==> config.mk <==
export PLATFORM = sky130hd
export DESIGN_NAME = counter_sweep_ctrl_flat
export DESIGN_NICKNAME = d
export VERILOG_FILES = /design/src/rtl/counter_sweep_ctrl_pkg.sv /design/src/rtl/counter_sweep_ctrl_if.sv /design/src/rtl/counter_sweep_ctrl_tick_prescaler.sv /design/src/rtl/counter_sweep_ctrl.sv /design/src/flat_wrapper.sv
export SDC_FILE = /design/constraint.sdc
export NUM_CORES = 1
export LEC_CHECK = 0
export BUFFER_PORTS_ARGS = -buffer_cell sky130_fd_sc_hd__buf_2
export CAP_MARGIN = 5
export CORE_ASPECT_RATIO = 1.75
export CORE_MARGIN = 2
export CORE_UTILIZATION = 50
export DETAILED_ROUTE_END_ITERATION = 10
export HOLD_SLACK_MARGIN = 0.02
export MAX_ROUTING_LAYER = met4
export PLACE_DENSITY = 0.71
export SLEW_MARGIN = 20
export SYNTH_ARGS = -nofsm -noshare
export SYNTH_HDL_FRONTEND = slang
export SYNTH_HIERARCHICAL = 1
export SYNTH_SLANG_ARGS = --single-unit
export TNS_END_PERCENT = 20
==> constraint.sdc <==
create_clock -name clk -period 3.45 [get_ports clk]
set_clock_uncertainty 0.1 [all_clocks]
set_input_delay 0.345 -clock clk [delete_from_list [all_inputs] [get_ports clk]]
set_output_delay 0.345 -clock clk [all_outputs]
set_load 0.02 [all_outputs]
==> src/rtl/counter_sweep_ctrl_pkg.sv <==
// Shared types and constants for the counter sweep sequencer.
package counter_sweep_ctrl_pkg;

  typedef enum logic [2:0] {
    ST_IDLE,
    ST_SEEK,
    ST_UP,
    ST_DOWN,
    ST_DONE
  } state_t;

  localparam logic DIR_UP   = 1'b0;
  localparam logic DIR_DOWN = 1'b1;

endpackage

==> src/rtl/counter_sweep_ctrl_if.sv <==
// Control/status bundle between the config source (master) and the sequencer (slave).
interface counter_sweep_ctrl_if #(
  parameter int WIDTH   = 4,
  parameter int SWEEP_W = 8
);
  logic               start;
  logic               abort;
  logic [WIDTH-1:0]   lo_limit;
  logic [WIDTH-1:0]   hi_limit;
  logic [SWEEP_W-1:0] n_sweeps;
  logic               busy;
  logic               done;
  logic               err;
  logic [SWEEP_W-1:0] sweeps_left;

  modport master (
    output start, abort, lo_limit, hi_limit, n_sweeps,
    input  busy, done, err, sweeps_left
  );

  modport slave (
    input  start, abort, lo_limit, hi_limit, n_sweeps,
    output busy, done, err, sweeps_left
  );
endinterface

==> src/rtl/counter_sweep_ctrl_tick_prescaler.sv <==
// Step-tick generator: one tick every TICK_DIV cycles while run is high.
module counter_sweep_ctrl_tick_prescaler #(
  parameter int TICK_DIV = 4
) (
  input  logic clk,
  input  logic rst,
  input  logic clear,
  input  logic run,
  output logic tick
);
  localparam int CNT_W = (TICK_DIV > 2) ? $clog2(TICK_DIV) : 1;
  localparam logic [CNT_W-1:0] LAST = CNT_W'(TICK_DIV - 1);

  logic [CNT_W-1:0] tick_cnt;

  always_ff @(posedge clk) begin
    if (rst || clear) begin
      tick_cnt <= '0;
    end else if (run) begin
      tick_cnt <= (tick_cnt == LAST) ? '0 : tick_cnt + 1'b1;
    end
  end

  assign tick = run && (tick_cnt == LAST);
endmodule

==> src/rtl/counter_sweep_ctrl.sv <==
// Sequencer that seeks an up/down counter to lo, then runs N lo->hi->lo sweeps.
module counter_sweep_ctrl
  import counter_sweep_ctrl_pkg::*;
#(
  parameter int WIDTH    = 4,
  parameter int TICK_DIV = 4,
  parameter int SWEEP_W  = 8
) (
  input  logic                 clk,
  input  logic                 rst,
  counter_sweep_ctrl_if.slave  cfg,
  input  logic [WIDTH-1:0]     ctr_count,
  output logic                 ctr_en,
  output logic                 ctr_sel,
  output logic                 ctr_trigger
);
  state_t             state;
  logic [WIDTH-1:0]   lo_q;
  logic [WIDTH-1:0]   hi_q;
  logic [SWEEP_W-1:0] n_q;
  logic [SWEEP_W-1:0] sweeps_left_q;
  logic               busy_q;
  logic               done_q;
  logic               err_q;
  logic               cfg_bad;
  logic               accept;
  logic               tick;

  always_comb begin
    cfg_bad = (cfg.lo_limit >= cfg.hi_limit) || (cfg.n_sweeps == '0);
    accept  = (state == ST_IDLE) && cfg.start && !cfg_bad;
  end

  counter_sweep_ctrl_tick_prescaler #(
    .TICK_DIV (TICK_DIV)
  ) u_tick_prescaler (
    .clk   (clk),
    .rst   (rst),
    .clear (accept),
    .run   (busy_q),
    .tick  (tick)
  );

  always_ff @(posedge clk) begin
    if (rst) begin
      state         <= ST_IDLE;
      lo_q          <= '0;
      hi_q          <= '0;
      n_q           <= '0;
      sweeps_left_q <= '0;
      busy_q        <= 1'b0;
      done_q        <= 1'b0;
      err_q         <= 1'b0;
      ctr_en        <= 1'b0;
      ctr_sel       <= DIR_UP;
      ctr_trigger   <= 1'b0;
    end else begin
      ctr_trigger <= 1'b0;
      done_q      <= 1'b0;
      if (state != ST_IDLE && cfg.abort) begin
        state  <= ST_IDLE;
        busy_q <= 1'b0;
        ctr_en <= 1'b0;
      end else begin
        case (state)
          ST_IDLE: begin
            if (cfg.start) begin
              if (cfg_bad) begin
                err_q <= 1'b1;
              end else begin
                lo_q          <= cfg.lo_limit;
                hi_q          <= cfg.hi_limit;
                n_q           <= cfg.n_sweeps;
                sweeps_left_q <= cfg.n_sweeps;
                err_q         <= 1'b0;
                busy_q        <= 1'b1;
                ctr_en        <= 1'b1;
                state         <= ST_SEEK;
              end
            end
          end
          ST_SEEK: begin
            if (tick) begin
              if (ctr_count == lo_q) begin
                state <= ST_UP;
              end else begin
                ctr_trigger <= 1'b1;
                ctr_sel     <= (ctr_count > lo_q) ? DIR_DOWN : DIR_UP;
              end
            end
          end
          ST_UP: begin
            if (tick) begin
              if (ctr_count == hi_q) begin
                state <= ST_DOWN;
              end else begin
                ctr_trigger <= 1'b1;
                ctr_sel     <= DIR_UP;
              end
            end
          end
          ST_DOWN: begin
            if (tick) begin
              if (ctr_count == lo_q) begin
                sweeps_left_q <= sweeps_left_q - 1'b1;
                // Last sweep: leave busy now so done and !busy coincide in ST_DONE.
                if (sweeps_left_q == SWEEP_W'(1)) begin
                  state  <= ST_DONE;
                  busy_q <= 1'b0;
                  ctr_en <= 1'b0;
                  done_q <= 1'b1;
                end else begin
                  state <= ST_UP;
                end
              end else begin
                ctr_trigger <= 1'b1;
                ctr_sel     <= DIR_DOWN;
              end
            end
          end
          ST_DONE: state <= ST_IDLE;
          default: state <= ST_IDLE;
        endcase
      end
    end
  end

  assign cfg.busy        = busy_q;
  assign cfg.done        = done_q;
  assign cfg.err         = err_q;
  assign cfg.sweeps_left = sweeps_left_q;
endmodule

==> src/flat_wrapper.sv <==
// flat-port wrapper written by rule: the top's interface ports become plain ports
module counter_sweep_ctrl_flat import counter_sweep_ctrl_pkg::*;
#(
  parameter int WIDTH    = 4,
  parameter int TICK_DIV = 4,
  parameter int SWEEP_W  = 8
)
  (clk, rst, ctr_count, ctr_en, ctr_sel, ctr_trigger, cfg_start, cfg_abort, cfg_lo_limit, cfg_hi_limit, cfg_n_sweeps, cfg_busy, cfg_done, cfg_err, cfg_sweeps_left);
  counter_sweep_ctrl_if #(.WIDTH(WIDTH), .SWEEP_W(SWEEP_W)) cfg_i ();
  input  logic clk;
  input  logic rst;
  input  logic [WIDTH-1:0] ctr_count;
  output logic ctr_en;
  output logic ctr_sel;
  output logic ctr_trigger;
  input wire logic [$bits(cfg_i.start)-1:0] cfg_start;
  input wire logic [$bits(cfg_i.abort)-1:0] cfg_abort;
  input wire logic [$bits(cfg_i.lo_limit)-1:0] cfg_lo_limit;
  input wire logic [$bits(cfg_i.hi_limit)-1:0] cfg_hi_limit;
  input wire logic [$bits(cfg_i.n_sweeps)-1:0] cfg_n_sweeps;
  output wire logic [$bits(cfg_i.busy)-1:0] cfg_busy;
  output wire logic [$bits(cfg_i.done)-1:0] cfg_done;
  output wire logic [$bits(cfg_i.err)-1:0] cfg_err;
  output wire logic [$bits(cfg_i.sweeps_left)-1:0] cfg_sweeps_left;
  assign cfg_i.start = cfg_start;
  assign cfg_i.abort = cfg_abort;
  assign cfg_i.lo_limit = cfg_lo_limit;
  assign cfg_i.hi_limit = cfg_hi_limit;
  assign cfg_i.n_sweeps = cfg_n_sweeps;
  assign cfg_busy = cfg_i.busy;
  assign cfg_done = cfg_i.done;
  assign cfg_err = cfg_i.err;
  assign cfg_sweeps_left = cfg_i.sweeps_left;
  counter_sweep_ctrl #(.WIDTH(WIDTH), .TICK_DIV(TICK_DIV), .SWEEP_W(SWEEP_W)) u_core (.clk(clk), .rst(rst), .cfg(cfg_i), .ctr_count(ctr_count), .ctr_en(ctr_en), .ctr_sel(ctr_sel), .ctr_trigger(ctr_trigger));
endmodule
==> results.toml, run 1 <==
[setup_path]
cp.arrival_ps = 2270
crit_fanout = 17
path_depth = 6
path_buf_inv = 1
cpMaxStageDelayCell = "or3_4"
crit_required_ps = 3530
endpoint_kind = "register"
crit_path_end = "u_core/cfg.sweeps_left[5]"
regToRegSetupSlack_ps = 1260
crit_path_max_incr_delay_ps = 450
rr_worst_depth = 6
critPathLaunchType = "register"
reg2reg_from = "u_core/state[0]"
crit_family = "compound AO/OA/AOI/OAI gates"
r2r-end = "u_core/cfg.sweeps_left[5]"
crit_chain = "or3_4 -> a2111oi_4 -> o211ai_4 -> clkinv_4 -> nor2_2 -> o41ai_2"
worst-setup-path-type = "register to register"
startpoint = "u_core/state[0]"

[detailed_routing]
drtAntennaViolNets = 0
wl_um = 3970
drt_pass1_iterations = 4
post_drt_wl_per_cell_um = 14.6
routed_via_density = 5.65
dr_total_vias = 1538
drtIter0Drc = 70
drc = 0

[clocking]
holdBufCountCts = 0
htreeDepth = 1
clk_pin_slew_worst_paths_ps = 90
clk-insertion-delay-late_ps = 270
postCtsSetupRepairBufs = 0
clk_path_buf_depth = 2
cts_sinks = 26
cts_made_buffers = 3
clockRootBuffer = "clkbuf_8"
cts_tree = "built"
post_cts_resized = 0

[sta]
rsz0062_at_grt = "false"
worst_pin_slew_ps = 748
finalMaxSlewViolations = 0
final_hold_viol_count = 0
final.setup.tns_ps = 0
max-slew-margin-rel_pct = 49.7
layout_worst_path_cycle_share_pct = 63.5
finalSetupViolations = 0
fmax_mhz = 456
period_needed_ps = 2190

[placed_design]
dp.cells = 269
gp_congestion = 0.845
port-buffer-count = 37
dp_hpwl_um = 3050

[synth]
synth-seq-area-share_pct = 32.3
yosys-top-cells-count = "28 x nand2_1, 26 x dfxtp_1, 21 x a21oi_1, 16 x inv_1"
netlist.area_leader.share_pct = 32.3
ys_types = 49
synth_area_mm2 = 0.00161
ys_dominant_reg_cell = "dfxtp_1"
netlist_instances = 198
synth_edf_count = 0
syn-num-nets = 233
yosys.area.top_type = "dfxtp_1"
yosys_warnings = 6
syn_area_per_cell_um2 = 8.15
async_flop_share_pct = 0
ys_ff_latch = 26
synth.most_common_cell = "nand2_1"
synth_area_leaders = "dfxtp_1 32%, ha_1 8.5%, a21oi_1 6.5%"

[die]
design.core.area_mm2 = 0.00311
start_util_pct = 51.9
ios = 38
dieWidth_um = 46.9
die_area_mm2 = 0.00371
die_h_um = 79.1
row_count = 27

[global_routing]
antenna_found_initial = 0
grt_first_pass_wirelength_um = 6490
grt_max_degree = 24
overflow = 0
grt_pass1_vias = 1477
grt_util_all_layers_pct = 24.0

[finish]
syn_to_final_growth_pct = 14.3
n_antenna_cell = 0
layout.nets = 266
drive_above_1_share_pct = 22.3
fin_cells = 272

[min_path]
hold_path.class = "input pin to register"

[status]
status = "completed"

[power]
ir_worst_vdd_mv = 0.235
power_density_mw_per_mm2 = 392
leakagePower_nw = 0.774

[flow_run]
maxCapViolations = 0
==> registers in the layout (all words and copies together) (netlist names) <==
signal	cells
u_core/cfg.busy	1
u_core/cfg.done	1
u_core/cfg.err	1
u_core/cfg.sweeps_left	8
u_core/ctr_sel	1
u_core/ctr_trigger	1
u_core/hi_q	4
u_core/lo_q	4
u_core/state	3
u_core/u_tick_prescaler/tick_cnt	2
==> how the worst min path moves through the flow <==
stage                          from                                   to  slack, ps  depth (start not counted)
finish              cfg_hi_limit[3]                       u_core/hi_q[3]        220                          3
CTS                 cfg_hi_limit[3]                       u_core/hi_q[3]        220                          3
global route        cfg_hi_limit[3]                       u_core/hi_q[3]        220                          3
detailed placement   u_core/lo_q[0]                       u_core/lo_q[0]        360                          2
global placement     u_core/lo_q[2]                       u_core/lo_q[2]        350                          2
floorplan                       rst  u_core/u_tick_prescaler/tick_cnt[0]        310                          1
==> power by group <==
| part | switching, W | leakage, nW | internal [W] |
|---|---|---|---|
| Combinational | 0.000118 | 0.540 | 0.0000845 |
| Clock | 0.0000931 | 0.0216 | 0.0000782 |
| Sequential | 0.0000257 | 0.212 | 0.000322 |
| Total | 0.000237 | 0.774 | 0.000484 |
==> tightest hold or removal path, stage by stage <==
cell and delay [ps]:
buf_2 100, nand2_1 50, a21oi_1 50
==> cells in the final DEF (no fill, tap or decap), types with 2 or more instances in the layout <==
cell,netlist,final
or2_2,2,2
nor2_1,11,11
nor3_1,8,8
ha_1,11,11
nor3b_1,2,2
inv_1,16,16
buf_2,1,37
nand4_1,2,2
nor2b_1,6,6
nand2b_1,2,2
nand2_1,28,28
clkbuf_8,0,3
a22oi_1,2,2
o21ai_0,3,3
and2_1,2,2
dfxtp_1,26,26
and3_1,2,2
o221ai_1,3,3
nand3_1,5,5
a21oi_1,21,21
o32ai_1,4,4
xnor2_1,5,5
o211ai_1,2,2
nor4_1,3,3
==> logic make-up (layout without fill, tap and decap cells) <==
| group | after synthesis | count (layout) | synth area share [%] |
|---|---|---|---|
| buffers and inverters | 26 | 57 | 7.37 |
| AO/OA/AOI/OAI | 48 | 48 | 22.7 |
| adder cells (fa/ha/maj) | 11 | 11 | 8.53 |
| AND/OR/NAND/NOR | 79 | 79 | 24.5 |
| XOR/XNOR | 6 | 6 | 3.26 |
| multiplexers | 2 | 2 | 1.32 |
| flip-flops | 26 | 26 | 32.3 |
==> area by class of cell <==
type | count | area (µm²)
clock buffers | 3 | 41.3
fillers | 320 | 1260
inverters | 17 | 68.8
multi-input cells | 146 | 973
flip-flops and latches | 26 | 520
well taps | 43 | 53.8
repair buffers | 37 | 185
==> stage by stage <==
stage	utilization (%)	hold slack [ps]	total power [W]	area, µm²	worst slack, ps
3_3_place_gp	58.0	348	0.000554	1800	1050
6_report	59.3	222	0.000722	1840	1260
4_1_cts	59.3	222	0.000723	1840	1260
2_1_floorplan	-	310	0.000500	1610	1540
5_1_grt	59.3	221	0.000764	1840	1110
3_5_place_dp	58.0	357	0.000557	1800	1010
==> routing by layer <==
metal  wire (µm)  up-vias  global-route usage [%]
li1            -      767                       -
met1        1510      710                    27.2
met2        2230       57                    42.5
met3         198        4                    2.73
met4          32        0                    6.11
met5           0        -                       -
Note: power is estimated with default switching activity, not from simulation.
==> run 2: changes to the inputs <==
--- a/config.mk
+++ b/config.mk
@@ -9,7 +9,7 @@
 export CAP_MARGIN = 5
 export CORE_ASPECT_RATIO = 1.75
 export CORE_MARGIN = 2
-export CORE_UTILIZATION = 50
+export CORE_UTILIZATION = 48
 export DETAILED_ROUTE_END_ITERATION = 10
 export HOLD_SLACK_MARGIN = 0.02
 export MAX_ROUTING_LAYER = met4
==> constraint.sdc (replaced) <==
create_clock -name clk -period 1.87 [get_ports clk]
set_clock_uncertainty 0.1 [all_clocks]
set_input_delay 0.187 -clock clk [delete_from_list [all_inputs] [get_ports clk]]
set_output_delay 0.187 -clock clk [all_outputs]
set_load 0.02 [all_outputs]
==> results.toml, run 2 (same netlist as run 1, synthesis figures left out) <==
[sta]
worst_pin_slew_ps = 446
setup_ws_ps = -27.7
layout_worst_path_cycle_share_pct = 101
finalMaxSlewViolations = 0
rsz0062_at_grt = "true"
finalSetupViolations = 6
period_needed_ps = 1900
fmax_mhz = 527
max-slew-margin-rel_pct = 70.0
final_hold_viol_count = 0

[detailed_routing]
drc = 0
wl_um = 4280
dr_total_vias = 1666
drtAntennaViolNets = 0
routed_via_density = 5.59
drt_pass1_iterations = 4
drtIter0Drc = 59
post_drt_wl_per_cell_um = 14.4

[finish]
post-route-util_pct = 67.7
layout.nets = 291
mostFrequentLayoutCells = "37 x buf_2, 28 x nand2_1, 23 x dfxtp_1"
postLayoutCellArea_mm2 = 0.00215
fin_cells = 298
n_antenna_cell = 0
syn_to_final_growth_pct = 33.2
drive_above_1_share_pct = 35.3
final_common_cell = "buf_2"
largest_reg_flops = 8
nFillCells = 290

[setup_path]
crit_chain = "or3_4 -> a2111oi_4 -> o211ai_4 -> buf_6 -> a21oi_2 -> o221a_2"
crit_path_max_incr_delay_ps = 420
endpoint_kind = "register"
worst-setup-path-type = "register to register"
crit_family = "compound AO/OA/AOI/OAI gates"
path_buf_inv = 1
cpMaxStageDelayCell = "or3_4"
cp.arrival_ps = 2020
crit_fanout = 11
critPathLaunchType = "register"
crit_required_ps = 1990

[die]
dieWidth_um = 47.8
die_h_um = 80.7
start_util_pct = 50.8
ios = 38
row_count = 27
die_area_mm2 = 0.00386
design.core.area_mm2 = 0.00318

[placed_design]
post_dp_cell_area_mm2 = 0.00197
gp_congestion = 0.830
dp.cells = 292
dp_hpwl_um = 3300
port-buffer-count = 37
preCtsSetupSlack_ps = -76.0

[global_routing]
grt_util_all_layers_pct = 24.4
overflow = 0
grt_pass1_vias = 1573
grt_first_pass_wirelength_um = 6660
grt_max_degree = 20
antenna_found_initial = 0

[clocking]
clk_path_buf_depth = 2
htreeDepth = 1
clk-insertion-delay-late_ps = 270
cts_sinks = 26
cts_tree = "built"
clk_pin_slew_worst_paths_ps = 100
cts_made_buffers = 3
clockRootBuffer = "clkbuf_8"

[power]
leakagePower_nw = 0.939
ir_worst_vdd_mv = 0.870
power_density_mw_per_mm2 = 739

[status]
status = "complete, but fails checks"
violations = "setup timing"

[flow_run]
maxCapViolations = 0

[min_path]
hold_path.class = "input pin to register"
## run 2: worst paths after layout
check | startpoint | end | slack, ps | cells after the start
min | cfg_hi_limit[1] | u_core/hi_q[1] | 50 | 3
max | u_core/state[1] | u_core/cfg.sweeps_left[0] | -30 | 6
min reg2reg | u_core/lo_q[1] | u_core/lo_q[1] | 360 | 2
max reg2reg | u_core/state[1] | u_core/cfg.sweeps_left[0] | -30 | 6
## run 2: layout make-up
class,count,area (µm²),area share (%)
Timing Repair Buffer,62,392,18.2
Clock buffer,3,41.3,1.92
Inverter,17,68.8,3.20
Clock inverter,1,30.0,1.40
Multi-Input combinational cell,146,1040,48.3
Tap cell,43,53.8,2.50
Sequential cell,26,524,24.4
## run 2: report_power, final
group | internal [W] | total, W | switching, W
clock network | 0.000286 | 0.000475 | 0.000189
logic | 0.000223 | 0.000488 | 0.000266
registers | 0.000594 | 0.000624 | 0.0000299
total | 0.00110 | 0.00159 | 0.000484
## run 2: per-layer routing
| metal | routed length, µm | GRT usage [%] |
|---|---|---|
| met1 | 1510 | 25.4 |
| met2 | 2340 | 43.2 |
| met3 | 250 | 2.70 |
| met4 | 178 | 10.3 |
| met5 | 0 | - |
## run 2: worst register-to-register path: stages, from the launching register on
cell	delay (ps)
dfxtp_2	330
or3_4	420
a2111oi_4	350
o211ai_4	170
buf_6	180
a21oi_2	120
o221a_2	180
## run 2: stage by stage
stage	power [W]	setup TNS, ps	hold slack (ps)
2_1_floorplan	0.000922	0	152
3_3_place_gp	0.00108	-111	325
6_report	0.00159	-91.6	52.5
3_5_place_dp	0.00108	-249	313
5_1_grt	0.00167	-1320	48.5
4_1_cts	0.00155	-25.6	53.3
## run 2: timing repair
item                                    4_1_cts  5_1_grt
hold endpoints to repair                      1        0
setup buffers                                 0        1
pin swaps                                     0       10
hold buffers                                  1        0
endpoints found under the setup margin        6       17
resized for setup                             3       20
cloned                                        0        0
==> run 3: changes to the inputs <==
--- a/config.mk
+++ b/config.mk
@@ -14,6 +14,7 @@
 export HOLD_SLACK_MARGIN = 0.02
 export MAX_ROUTING_LAYER = met4
 export PLACE_DENSITY = 0.71
+export SKIP_CTS_REPAIR_TIMING = 1
 export SLEW_MARGIN = 20
 export SYNTH_ARGS = -nofsm -noshare
 export SYNTH_HDL_FRONTEND = slang
==> results.toml, run 3 (same netlist as run 1, synthesis figures left out) <==
[clocking]
clk_pin_slew_worst_paths_ps = 90
cts_sinks = 26
cts_tree = "built"
htreeDepth = 1
clk_path_buf_depth = 2
clockRootBuffer = "clkbuf_8"
cts_made_buffers = 3
clk-insertion-delay-late_ps = 270

[detailed_routing]
drtIter0Drc = 57
wl_um = 4310
drc = 0
dr_total_vias = 1657
topRoutingLayerUsed = "met4"
wl_met2_um = 2420
wl_met1_um = 1580
drt_pass1_iterations = 4
post_drt_wl_per_cell_um = 14.5
route.met3.wl_um = 198
routed_via_density = 5.58
drtAntennaViolNets = 0

[global_routing]
grt_first_pass_wirelength_um = 6610
antenna_found_initial = 0
grt_util_all_layers_pct = 24.2
grt_max_degree = 20
grt_pass1_vias = 1556
overflow = 0

[sta]
finalSetupViolations = 6
period_needed_ps = 1920
finalMaxSlewViolations = 0
max-slew-margin-rel_pct = 67.5
fmax_mhz = 522
layout_worst_path_cycle_share_pct = 102
rsz0062_at_grt = "true"
worst_pin_slew_ps = 481
setup_ws_ps = -45.9
final.setup.tns_ps = -158
final_hold_viol_count = 0
timing.hold.ws_ps = 23.8

[finish]
largest_reg_flops = 8
drive_above_1_share_pct = 33.9
layout.nets = 290
final_common_cell = "buf_2"
fin_cells = 297
syn_to_final_growth_pct = 30.3
mostFrequentLayoutCells = "37 x buf_2, 28 x nand2_1, 23 x dfxtp_1"
n_antenna_cell = 0

[setup_path]
endpoint_kind = "register"
worst-setup-path-type = "register to register"
crit_path_max_incr_delay_ps = 420
crit_fanout = 4
crit_chain = "or3_4 -> a2111oi_4 -> o211ai_4 -> buf_4 -> a21oi_1 -> o32ai_1"
critPathLaunchType = "register"
cp.arrival_ps = 1960
crit_required_ps = 1920
cpMaxStageDelayCell = "or3_4"

[placed_design]
dp_hpwl_um = 3300
dp.cells = 292
gp_congestion = 0.830
port-buffer-count = 37

[power]
leakagePower_nw = 0.926
ir_worst_vdd_mv = 0.540
power_density_mw_per_mm2 = 744
fin_total_pwr_w = 0.00156

[flow_run]
maxCapViolations = 0

[min_path]
hold_path.class = "input pin to register"

[die]
row_count = 27
die_h_um = 80.7
start_util_pct = 50.8
ios = 38
dieWidth_um = 47.8
die_area_mm2 = 0.00386
design.core.area_mm2 = 0.00318

[status]
status = "complete, but fails checks"
violations = "setup timing"
## run 3: per-layer routing
| layer | vias to the layer above | track usage [%] |
|---|---|---|
| li1 | 820 | - |
| met2 | 66 | 43.1 |
| met4 | 0 | 10.0 |
| met3 | 12 | 2.47 |
| met5 | - | - |
| met1 | 759 | 25.3 |
## run 3: layout make-up
type                    count  area (µm²)
multi-input cells         146        1010
clock buffers               3        41.3
clock inverters             1        30.0
fillers                   309        1070
inverters                  17        68.8
repair buffers             61         377
well taps                  43        53.8
flip-flops and latches     26         524
## run 3: path summary, 6_finish.rpt
| path | startpoint | end | slack, ps | cells after the start |
|---|---|---|---|---|
| setup / recovery | u_core/state[1] | u_core/cfg.sweeps_left[2] | -50 | 6 |
| hold / removal | rst | u_core/u_tick_prescaler/tick_cnt[0] | 20 | 2 |
| setup reg to reg | u_core/state[1] | u_core/cfg.sweeps_left[2] | -50 | 6 |
| hold reg to reg | u_core/lo_q[1] | u_core/lo_q[1] | 360 | 2 |
## run 3: critical path, delay by kind of cell (launching register included)
kind | cells | cell delay (ps)
flops | 1 | 330
compound gates | 4 | 750
buf+inv | 1 | 180
simple gates | 1 | 420
## run 3: metrics by stage
stage                     worst slack, ps  util (%)  instance area, µm²
final                               -45.9      66.2                2100
after CTS                           -81.5      64.4                2050
after detailed placement            -76.0      62.2                1970
after floorplan                     0.161         -                1610
after global placement              -42.6      62.2                1970
after global routing                 -122      66.2                2100
## run 3: power by group
group          leakage [nW]  switching (W)  internal (W)
Sequential            0.213      0.0000301      0.000594
Clock                0.0357       0.000182      0.000286
Combinational         0.677       0.000259      0.000213
